[src/rtl/isa_pkg.sv]
// rtl/isa_pkg.sv - opcodes, legal-fn masks, field positions and loader states for the instruction loader
package isa_pkg;

  localparam logic [3:0] OP_ALU_R  = 4'b1100;
  localparam logic [3:0] OP_ALU_I  = 4'b0100;
  localparam logic [3:0] OP_CMP_R  = 4'b1101;
  localparam logic [3:0] OP_CMP_I  = 4'b0101;
  localparam logic [3:0] OP_LOAD   = 4'b0111;
  localparam logic [3:0] OP_STORE  = 4'b0011;
  localparam logic [3:0] OP_BRANCH = 4'b0010;
  localparam logic [3:0] OP_JAL    = 4'b0110;

  // bit n set means fn == n is legal for that opcode
  localparam logic [15:0] MASK_ALU_R  = 16'h07C7;
  localparam logic [15:0] MASK_ALU_I  = 16'h87C7;
  localparam logic [15:0] MASK_CMP    = 16'h9669;
  localparam logic [15:0] MASK_BRANCH = 16'hFF6F;
  localparam logic [15:0] MASK_ZERO   = 16'h0001;

  localparam int OP_LSB  = 28;
  localparam int FN_LSB  = 24;
  localparam int RD_LSB  = 20;
  localparam int RS1_LSB = 16;
  localparam int RS2_LSB = 12;
  localparam int IMM_LSB = 0;

  typedef enum logic [1:0] {
    ST_IDLE  = 2'd0,
    ST_LOAD  = 2'd1,
    ST_FLUSH = 2'd2,
    ST_DONE  = 2'd3
  } loader_state_t;

  function automatic logic [15:0] legal_fn_mask(input logic [3:0] op);
    case (op)
      OP_ALU_R:                    return MASK_ALU_R;
      OP_ALU_I:                    return MASK_ALU_I;
      OP_CMP_R, OP_CMP_I:          return MASK_CMP;
      OP_BRANCH:                   return MASK_BRANCH;
      OP_LOAD, OP_STORE, OP_JAL:   return MASK_ZERO;
      default:                     return 16'h0000;
    endcase
  endfunction

endpackage

[src/rtl/instr_mem_loader_if.sv]
// rtl/instr_mem_loader_if.sv - decoded-field bundle stream between a producer and the loader
interface instr_mem_loader_if;
  logic        in_valid;
  logic        in_ready;
  logic        in_last;
  logic [3:0]  in_op;
  logic [3:0]  in_fn;
  logic [3:0]  in_rd;
  logic [3:0]  in_rs1;
  logic [3:0]  in_rs2;
  logic [15:0] in_imm;

  modport master (
    output in_valid, in_last, in_op, in_fn, in_rd, in_rs1, in_rs2, in_imm,
    input  in_ready
  );

  modport slave (
    input  in_valid, in_last, in_op, in_fn, in_rd, in_rs1, in_rs2, in_imm,
    output in_ready
  );
endinterface

[src/rtl/instr_field_encoder.sv]
// rtl/instr_field_encoder.sv - packs fields into a 32-bit instruction word and flags legality
// Legality checking is built only with INSTR_LOADER_LEGAL_CHECK_EN.
module instr_field_encoder
  import isa_pkg::*;
(
  input  logic [3:0]  op,
  input  logic [3:0]  fn,
  input  logic [3:0]  rd,
  input  logic [3:0]  rs1,
  input  logic [3:0]  rs2,
  input  logic [15:0] imm,
  output logic [31:0] word,
  output logic        legal
);

  always_comb begin
    word = '0;
    word[OP_LSB +: 4]  = op;
    word[FN_LSB +: 4]  = fn;
    word[RD_LSB +: 4]  = rd;
    word[RS1_LSB +: 4] = rs1;
    // op[3] selects R-format (rs2, low bits zero) over I-format (imm)
    if (op[3]) begin
      word[RS2_LSB +: 4] = rs2;
    end else begin
      word[IMM_LSB +: 16] = imm;
    end
  end

`ifdef INSTR_LOADER_LEGAL_CHECK_EN
  logic [15:0] fn_mask;
  assign fn_mask = legal_fn_mask(op);
  assign legal   = fn_mask[fn];
`else
  assign legal = 1'b1;
`endif

endmodule

[src/rtl/instr_mem_loader.sv]
// rtl/instr_mem_loader.sv - streams encoded instructions into instruction memory
// INSTR_LOADER_LEGAL_CHECK_EN enables rejection and counting of illegal op/fn bundles.
module instr_mem_loader
  import isa_pkg::*;
#(
  parameter int ADDR_W = 10,
  parameter int DEPTH  = 1024
) (
  input  logic                clk,
  input  logic                rst_n,
  input  logic                start,
  input  logic [ADDR_W-1:0]   base_addr,
  instr_mem_loader_if.slave   in_bus,
  output logic                mem_we,
  output logic [ADDR_W-1:0]   mem_addr,
  output logic [31:0]         mem_wdata,
  output logic                busy,
  output logic                done,
  output logic                overflow,
  output logic [7:0]          err_cnt
);

  localparam int CNT_W = ADDR_W + 1;

  loader_state_t     state, state_nxt;
  logic [ADDR_W-1:0] addr;
  logic [CNT_W-1:0]  count;
  logic [CNT_W-1:0]  cnt_next;
  logic [31:0]       word;
  logic              legal;
  logic              full;
  logic              accept;
  logic              hit_full;
  logic              session_start;

  instr_field_encoder u_encoder (
    .op    (in_bus.in_op),
    .fn    (in_bus.in_fn),
    .rd    (in_bus.in_rd),
    .rs1   (in_bus.in_rs1),
    .rs2   (in_bus.in_rs2),
    .imm   (in_bus.in_imm),
    .word  (word),
    .legal (legal)
  );

  // Fullness tracks words written, so it is independent of address wrap.
  assign full            = (count == CNT_W'(DEPTH));
  assign cnt_next        = count + CNT_W'(1);
  assign hit_full        = (cnt_next == CNT_W'(DEPTH));
  assign in_bus.in_ready = (state == ST_LOAD) && !full;
  assign accept          = in_bus.in_valid && in_bus.in_ready;
  assign session_start   = (state == ST_IDLE) && start;
  assign busy            = (state != ST_IDLE);
  assign done            = (state == ST_DONE);

  always_ff @(posedge clk or negedge rst_n) begin
    if (!rst_n) begin
      state <= ST_IDLE;
    end else begin
      state <= state_nxt;
    end
  end

  always_comb begin
    state_nxt = state;
    case (state)
      ST_IDLE: begin
        if (start) state_nxt = ST_LOAD;
      end
      ST_LOAD: begin
        // a final legal write must appear on mem_we before done, a final rejection goes straight to done
        if (accept) begin
          if (legal && (in_bus.in_last || hit_full)) begin
            state_nxt = ST_FLUSH;
          end else if (!legal && in_bus.in_last) begin
            state_nxt = ST_DONE;
          end
        end
      end
      ST_FLUSH: state_nxt = ST_DONE;
      ST_DONE:  state_nxt = ST_IDLE;
      default:  state_nxt = ST_IDLE;
    endcase
  end

  always_ff @(posedge clk or negedge rst_n) begin
    if (!rst_n) begin
      addr      <= '0;
      count     <= '0;
      mem_we    <= 1'b0;
      mem_addr  <= '0;
      mem_wdata <= '0;
      overflow  <= 1'b0;
    end else begin
      mem_we <= 1'b0;
      if (session_start) begin
        addr     <= base_addr;
        count    <= '0;
        overflow <= 1'b0;
      end else if (accept && legal) begin
        mem_we    <= 1'b1;
        mem_addr  <= addr;
        mem_wdata <= word;
        addr      <= addr + ADDR_W'(1);
        count     <= cnt_next;
        if (hit_full && !in_bus.in_last) overflow <= 1'b1;
      end
    end
  end

`ifdef INSTR_LOADER_LEGAL_CHECK_EN
  always_ff @(posedge clk or negedge rst_n) begin
    if (!rst_n) begin
      err_cnt <= '0;
    end else if (session_start) begin
      err_cnt <= '0;
    end else if (accept && !legal && (err_cnt != 8'hFF)) begin
      err_cnt <= err_cnt + 8'd1;
    end
  end
`else
  assign err_cnt = '0;
`endif

endmodule
[src/flat_wrapper.sv]
// flat-port wrapper written by rule: the top's interface ports become plain ports
module instr_mem_loader_flat import isa_pkg::*;
#(
  parameter int ADDR_W = 10,
  parameter int DEPTH  = 1024
)
  (clk, rst_n, start, base_addr, mem_we, mem_addr, mem_wdata, busy, done, overflow, err_cnt, in_bus_in_valid, in_bus_in_last, in_bus_in_op, in_bus_in_fn, in_bus_in_rd, in_bus_in_rs1, in_bus_in_rs2, in_bus_in_imm, in_bus_in_ready);
  instr_mem_loader_if in_bus_i ();
  input  logic clk;
  input  logic rst_n;
  input  logic start;
  input  logic [ADDR_W-1:0] base_addr;
  output logic mem_we;
  output logic [ADDR_W-1:0] mem_addr;
  output logic [31:0] mem_wdata;
  output logic busy;
  output logic done;
  output logic overflow;
  output logic [7:0] err_cnt;
  input wire logic [$bits(in_bus_i.in_valid)-1:0] in_bus_in_valid;
  input wire logic [$bits(in_bus_i.in_last)-1:0] in_bus_in_last;
  input wire logic [$bits(in_bus_i.in_op)-1:0] in_bus_in_op;
  input wire logic [$bits(in_bus_i.in_fn)-1:0] in_bus_in_fn;
  input wire logic [$bits(in_bus_i.in_rd)-1:0] in_bus_in_rd;
  input wire logic [$bits(in_bus_i.in_rs1)-1:0] in_bus_in_rs1;
  input wire logic [$bits(in_bus_i.in_rs2)-1:0] in_bus_in_rs2;
  input wire logic [$bits(in_bus_i.in_imm)-1:0] in_bus_in_imm;
  output wire logic [$bits(in_bus_i.in_ready)-1:0] in_bus_in_ready;
  assign in_bus_i.in_valid = in_bus_in_valid;
  assign in_bus_i.in_last = in_bus_in_last;
  assign in_bus_i.in_op = in_bus_in_op;
  assign in_bus_i.in_fn = in_bus_in_fn;
  assign in_bus_i.in_rd = in_bus_in_rd;
  assign in_bus_i.in_rs1 = in_bus_in_rs1;
  assign in_bus_i.in_rs2 = in_bus_in_rs2;
  assign in_bus_i.in_imm = in_bus_in_imm;
  assign in_bus_in_ready = in_bus_i.in_ready;
  instr_mem_loader #(.ADDR_W(ADDR_W), .DEPTH(DEPTH)) u_core (.clk(clk), .rst_n(rst_n), .start(start), .base_addr(base_addr), .in_bus(in_bus_i), .mem_we(mem_we), .mem_addr(mem_addr), .mem_wdata(mem_wdata), .busy(busy), .done(done), .overflow(overflow), .err_cnt(err_cnt));
endmodule
[config.mk]
export PLATFORM = sky130hd
export DESIGN_NAME = instr_mem_loader_flat
export DESIGN_NICKNAME = d
export VERILOG_FILES = /design/src/rtl/isa_pkg.sv /design/src/rtl/instr_mem_loader_if.sv /design/src/rtl/instr_field_encoder.sv /design/src/rtl/instr_mem_loader.sv /design/src/flat_wrapper.sv
export SDC_FILE = /design/constraint.sdc
export NUM_CORES = 1
export LEC_CHECK = 0
export BUFFER_PORTS_ARGS = -buffer_cell sky130_fd_sc_hd__buf_2
export CORE_MARGIN = 4
export CORE_UTILIZATION = 31
export CTS_BUF_LIST = sky130_fd_sc_hd__clkbuf_8
export DETAILED_ROUTE_END_ITERATION = 6
export MAX_ROUTING_LAYER = met4
export SLEW_MARGIN = 40
export SYNTH_ARGS = -nofsm -noshare
export SYNTH_HDL_FRONTEND = slang
export SYNTH_HIERARCHICAL = 1
export SYNTH_SLANG_ARGS = --single-unit
export TNS_END_PERCENT = 100
[constraint.sdc]
create_clock -name clk -period 3.05 [get_ports clk]
set_clock_uncertainty 0.15 [all_clocks]
set_input_delay 0.305 -clock clk [delete_from_list [all_inputs] [get_ports clk]]
set_output_delay 0.305 -clock clk [all_outputs]
set_load 0.005 [all_outputs]
==> results of run 1 <==
## registers in the layout (all words and copies together) (netlist names)
signal and count:
u_core/mem_wdata 32, u_core/count 11, u_core/addr 10, u_core/mem_addr 10, u_core/state 2, u_core/mem_we 1
u_core/overflow 1
## final cells by class
| type | count | area [µm²] | area share (%) |
|---|---|---|---|
| clock inverters | 6 | 115 | 2.72 |
| clock buffers | 9 | 124 | 2.93 |
| well taps | 140 | 175 | 4.14 |
| inverters | 8 | 30.0 | 0.710 |
| flip-flops and latches | 67 | 1680 | 39.6 |
| multi-input cells | 181 | 1560 | 36.8 |
| repair buffers | 103 | 552 | 13.0 |
## layout by cell type, fill, tap and decap left out, drive strengths merged, types with 2 or more instances in the layout
cell,synthesis,routed
nand4,10,10
a21oi,3,3
nor2b,14,14
inv,8,8
xnor2,6,6
conb,2,9
clkbuf,3,9
dfrtp,67,67
o21ai,13,13
nand2,15,15
a31oi,2,2
nand3,6,6
dlygate4sd3,0,2
nor2,16,16
nor3,2,2
nor4,2,2
and3,4,4
xor2,12,12
bufinv,0,3
and2,2,2
mux2,47,47
clkinv,0,2
buf,33,101
ha,7,7
## per-layer routing
layer	up-vias	track usage [%]
li1	1107	-
met1	1101	12.8
met2	53	18.5
met3	11	3.01
met4	0	4.75
met5	-	-
## stage by stage
stage | instance area, µm² | hold slack [ps]
3_5_place_dp | 3970 | 303
2_1_floorplan | 3550 | -141
3_3_place_gp | 3970 | 317
6_report | 4230 | 17.5
5_1_grt | 4230 | 13.7
4_1_cts | 4230 | 1.48
## power breakdown
part / internal (mW) / switching (mW)
Clock: 0.541 / 0.347
Combinational: 0.754 / 0.484
Sequential: 1.25 / 0.247
Total: 2.55 / 1.08
## tightest hold or removal path: cells and delay by family
family	cells	cell delay (ps)
buffers and inverters	1	80
AO/OA/AOI/OAI	1	60
AND/OR/NAND/NOR	1	40
## worst paths after layout
kind / start / to / slack, ps / cells after the start
worst max register to register: u_core/count[0] / u_core/mem_wdata[1] / 840 / 7
min in group asynchronous: rst_n / u_core/mem_wdata[16] / 450 / 3
worst max-delay path: u_core/count[0] / u_core/mem_wdata[1] / 840 / 7
worst min-delay path: base_addr[7] / u_core/addr[7] / 20 / 3
worst min register to register: u_core/mem_wdata[0] / u_core/mem_wdata[0] / 330 / 1
max in group asynchronous: rst_n / u_core/count[4] / 1870 / 3
## logic make-up (layout without fill, tap and decap cells)
kind of cell / Yosys count / in the layout
adders and majority gates: 7 / 7
other: 2 / 9
and+or+nand+nor: 74 / 74
xor gates and xnor gates: 18 / 18
DFF: 67 / 67
AOI/OAI and AO/OA: 25 / 25
muxes: 48 / 48
buffers and inverters: 44 / 126
==> impl.org, run 1 <==
** Drt
- Vias :: 2272
- Average wire per cell in the routed design :: 13.4 µm
- Summed over all nets, wire length on met3 after detailed routing comes to 440 µm.
- The detailed router put a total of between 2000 and 3000 µm of wire on met1.
- Met2 WL :: between 3000 and 4000 µm
- The first detailed-routing pass ran for 4 iterations.
- The final layout contains routed wiring with a total length of 6900 µm.
- Using the TritonRoute via totals, the vias-per-cell ratio works out to 4.42.
- DRC marker count from the first detailed-route iteration :: 79
- After detailed routing, no signal wire sits above met4.
- Detail Route Antenna Nets :: 0
- Number of remaining DRC errors :: 0

** Clocking
- Number of post-CTS setup repair buffers :: 0
- TritonCTS built the clock tree.
- Counting every sink on the clock net gives 67.
- Bufs on Longest Clock Path :: 2
- The root buffer cell chosen for the clock tree is clkbuf_8.
- CTS clk-pin slew, worst paths :: about 80 ps
- Later-pin clock latency in the skew report :: between 300 and 400 ps
- Counting the buffers created by CTS gives 9.
- Once the clock tree was built, the resizer swapped 0 gates to a different size.
- H-tree lvl count :: 3
- Hold bufs inserted after CTS :: 2

** Place
- The congestion estimate from routability-driven global placement came to between 0.7 and 0.8.
- In this run, placement finished with an instance count of 497.
- OpenSTA, run right after detailed placement, puts the worst setup slack at 850 ps.
- Input/output buffers :: 97
- The HPWL after detailed placement is 4920 µm.

** Layout
- Area growth from synthesis to layout :: 20.1%
- Cells with a size suffix above 1 make up 44.1% of the layout.
- Once layout is complete, the utilization of the core stands at just under 40%.
- Net total in the final layout :: 428
- Diodes inserted :: 0
- Counting the fill cells in the layout gives 1086.
- The finished layout holds 514 standard cells, fillers aside.

** Floorplan
- Cell row count :: 38
- Core Box Area :: between 0.01 and 0.015 mm²
- Height of the die :: 115 µm
- During I/O placement, the number of pins put on the boundary was ~110.
- Initial standard-cell utilization of the core :: 32.1%
- Horizontal die dimension :: 115 µm
- The floorplan step defined a die boundary enclosing approximately 0.013 mm².

** Run status
- The run finished with clean final reports.

** Worst setup path
- Worst setup path class :: reg2reg
- Bufs and invs on worst path :: 2
- Slowest cell on the critical path :: dfrtp_1
- Along the worst path, the maximum fanout reaches 43.
- Delay of the slowest critical-path stage :: 430 ps
- At the worst endpoint, the arrival time is 2280 ps.
- The critical path goes through inv_1 -> ha_1 -> nor2b_1 -> a31oi_2 -> nor2b_4 -> buf_12 -> mux2_1.
- Broken down by cell family, the worst path's largest delay share belongs to flip-flops.
- The worst setup path is launched from a flip-flop.
- The worst setup path is captured at a flip-flop.
- For the worst setup path, the data required time is ~3100 ps.

** Logic synthesis
- Synthesis handed over a netlist of 285 instances.
- Post-synthesis average cell area :: between 10 and 15 µm²
- The synthesized design contains 67 register bits.
- The synthesized design devotes to its leading area cell type 47.6% of total area.
- Summing the areas of all xor and xnor instances in the mapped netlist gives 4.48% of the synthesized area.
- Simple logic cell fraction of the synthesized area :: 12.0%
- Ranked by instance count, the synthesized netlist is headed by 67 x dfrtp_1, 43 x mux2_4, 25 x buf_4, 16 x nor2_1, 15 x nand2_1.
- The synthesized design contains 0 enable-type register cells.
- Dominant cell type by area after synthesis :: dfrtp_1
- Sequential cell area fraction in the yosys report :: 47.6%
- Synth area leaders :: dfrtp_1 48%, mux2_4 18%, buf_4 5.3%, xor2_1 3.0%, ha_1 2.5%
- Summing the areas of all fa, ha and maj instances in the mapped netlist gives 2.49% of the synthesized area.
- After synthesis, the share of flip-flops with an asynchronous set or reset is 100%.
- Most frequently used flop master after synthesis :: dfrtp_1
- In the synthesized netlist, mux cells make up 19.9% of the area.
- Dominant combinational cell family by area after synthesis :: multiplexers
- Cell with the most instances after synthesis :: dfrtp_1
- Cell area after synthesis :: around 0.0035 mm²
- The Yosys step of the flow raised 6 warnings.
- Fraction of the mapped netlist area in compound gates :: around 4.5%
- Number of distinct library cells after synthesis :: 39

** Worst hold path
- Min-delay worst type :: in2reg

** STA
- Crit path setup slack, layout :: 840 ps
- Slew of the pin with the lowest slew margin :: 609 ps
- Number of max-slew violations in the final report :: 0
- RSZ-0062 raised after global routing :: no
- The routed design could run at a clock period as short as 2210 ps.
- The final-report hold violation count is 0.
- Tightest slew margin relative to the limit :: 59.4%
- Timing would allow up to ~450 MHz.
- Count of final setup violators :: 0
- For the final routed database, the setup TNS stands at 0 ps.
- The worst path uses approximately 72% of the clock period.

** GRT
- After global routing the overflow that remains totals 0.
- Initial antenna violation count :: 0
- The number of global-route vias before repair is 2376.
- First-pass GRT wire length :: 11300 µm
- In the global route stage, overall resource usage came out at 11.2%.
- Entering global routing, the biggest net connects 68 pins.

** Power
- Pwr dens :: around 860 mW/mm²
- IR analysis of the VDD net gives a maximum drop of between 300 and 400 µV.
- Reported leakage power :: about 2.1 nW
- Overall power of the completed layout :: 3.63 mW

** Flow run
- Across the run, the number of max-cap violations was 0.
No activity file was read; power rests on OpenSTA's default activity.
==> inputs of run 2 (changes only) <==
clock period = 1.97 ns   (was 3.05 ns; I/O delays follow)
==> impl.org, run 2 (same netlist as run 1, synthesis figures left out) <==
** Place
- Input/output buffers :: 97
- DP Wirelength :: 5440 µm
- Post-Place Setup Slack :: -61.5 ps
- The congestion estimate from routability-driven global placement came to 0.733.

** STA
- Crit path setup slack, layout :: -56.9 ps
- The final-report hold violation count is 0.
- Post-route minimum period :: 2030 ps
- Setup_tns :: -1250 ps
- RSZ-0062 raised after global routing :: yes
- The worst path uses 103% of the clock period.
- At the pin with the least slew margin, the transition time is 513 ps.
- Number of max-slew violations in the final report :: 0
- Tightest slew margin relative to the limit :: 65.8%
- Setup violations remaining at the end of the flow were counted as 43.
- For this run, the top clock speed supported by timing is 493 MHz.

** Run status
- Failing checks :: negative setup slack
- The flow ran to the end, but the final reports show violations.

** GRT
- The number of antenna violations at the first check in global routing came to 0.
- For this run the aggregate overflow at the end of global routing stands at 0.
- Entering global routing, the biggest net connects 48 pins.
- The number of global-route vias before repair was 2674.
- The first global-routing pass estimated approximately 13000 µm of wire.
- Global routing used 12.9% of the available tracks across all layers.

** Layout
- The largest registers in the layout are u_core/mem_wdata x32, u_core/count x11.
- The number of antenna diodes in the final layout is 0.
- The register with the most flip-flops in the layout has 32 of them.
- For this run, the post-layout net count is 493.
- Leading cell type in the layout, fill and taps excluded :: buf_2
- Register name with the most flops :: u_core/mem_wdata
- Most frequent cells in the layout :: 97 x buf_2, 65 x dfrtp_1, 47 x mux2_4
- Cells with a size suffix above 1 make up between 50% and 60% of the layout.
- Relative to the synthesized area, the layout overhead comes to 42.0%.

** Floorplan
- Initial standard-cell utilization of the core :: 32.1%
- Row generation in the floorplan step produced 38 rows.
- Area of the die :: roughly 0.013 mm²
- Height of the die :: between 100 and 150 µm
- During I/O placement, the number of pins put on the boundary was 106.
- Core Box Area :: 0.0110 mm²
- Horizontal die dimension :: 115 µm

** Power
- Relative contribution of combinational cells to total power :: 41.8%
- VDD sags by at most 550 µV.
- Reported leakage power :: 2.42 nW
- Cell internal power was estimated by the tool at 3.99 mW.
- Summed over all nets, the switching power comes to 1.88 mW.
- Clock power share :: 18.6%
- In this run, flip-flops and latches consume 39.6% of the power.
- For this design the ratio of total power to cell area is 1170 mW/mm².
- Net switching is 32.1% of the power.

** Worst hold path
- The tightest min-delay check is of the in2reg type.

** Worst setup path
- Along the worst path, the maximum fanout reaches 5.
- Worst setup path class :: reg2reg
- CP required :: 2040 ps
- The worst register-to-register path has a setup slack of -60 ps.
- STA classifies the critical path startpoint as a flip-flop.
- Data arrives at the worst endpoint at 2100 ps.
- Crit. End Element :: flip-flop

** Clocking
- Bufs on Longest Clock Path :: 2
- H-tree lvl count :: 3
- Counting the buffers created by CTS gives 9.
- # clock sinks :: 67
- The clock reaches the later pin of the worst-skew pair after 340 ps.
- CTS clk-pin slew, worst paths :: 80 ps
- TritonCTS built the clock tree.
- CTS root buf :: clkbuf_8

** Drt
- Number of optimization iterations in the first detailed-route pass :: 4
- Average wire per cell in the routed design :: 14.6 µm
- Vias/cell :: 4.45
- Number of remaining DRC errors :: 0
- In this run the remaining antenna-violating nets after routing total 0.
- Aggregate routed wire length :: 8460 µm
- Vias :: 2582
- The first routing iteration left a little under 80 violations.

** Flow run
- Across the run, the number of max-cap violations was 0.
## run 2: critical path: stages (launching register included)
cell and delay [ps]:
dfrtp_2 440, nor4_4 320, buf_4 180, a31oi_4 70, nor2b_4 150, buf_8 140
clkbuf_16 160, mux2_4 300
## run 2: cell type report
class | instances | area [µm²]
clock buffer | 11 | 151
clock inverter | 5 | 35.0
fill | 1035 | 5980
inverter | 8 | 30.0
multi-input combinational | 181 | 1650
sequential | 67 | 1680
tap | 140 | 175
timing repair buffer | 168 | 1270
## run 2: per-layer routing
layer / vias up / GRT usage (%) / wire length (µm)
met5: - / - / 0
met3: 13 / 2.80 / 458
met1: 1265 / 15.2 / 3570
li1: 1239 / - / -
met4: 0 / 4.99 / 159
met2: 65 / 21.6 / 4270
## run 2: power groups by stage
stage	logic (mW)	clock network, mW	registers (mW)
3_5_place_dp	2.09	0	2.34
6_report	2.45	1.09	2.32
5_1_grt	2.66	1.18	2.40
2_1_floorplan	1.28	0	2.33
4_1_cts	2.35	1.13	2.32
3_3_place_gp	2.05	0	2.33
## run 2: through the flow
stage	power [mW]	hold slack [ps]	area, µm²	cells	util (%)
CTS	5.80	10.5	4870	574	44.3
finish	5.87	44.4	5000	580	45.5
detailed placement	4.43	46.0	4170	517	38.0
global route	6.24	38.1	5000	580	45.5
floorplan	3.61	-249	3590	292	-
global placement	4.38	37.2	4170	517	38.0
## run 2: timing repair
item | CTS | global route
gates cloned | 4 | 2
pin swaps | 2 | 8
hold endpoints to repair | 46 | 0
setup buffers | 10 | 4
setup endpoints to repair | 44 | 44
hold buffers | 27 | 0
resized for setup | 12 | 13
## run 2: worst paths after layout
check / from / end / depth (start not counted)
worst min register to register: u_core/mem_wdata[28] / u_core/mem_wdata[28] / 1
worst max-delay path: u_core/count[3] / u_core/mem_wdata[13] / 7
worst min-delay path: in_bus_in_last / u_core/overflow / 3
max in group asynchronous: rst_n / u_core/count[3] / 3
min in group asynchronous: rst_n / u_core/mem_wdata[20] / 2
worst max register to register: u_core/count[3] / u_core/mem_wdata[13] / 7
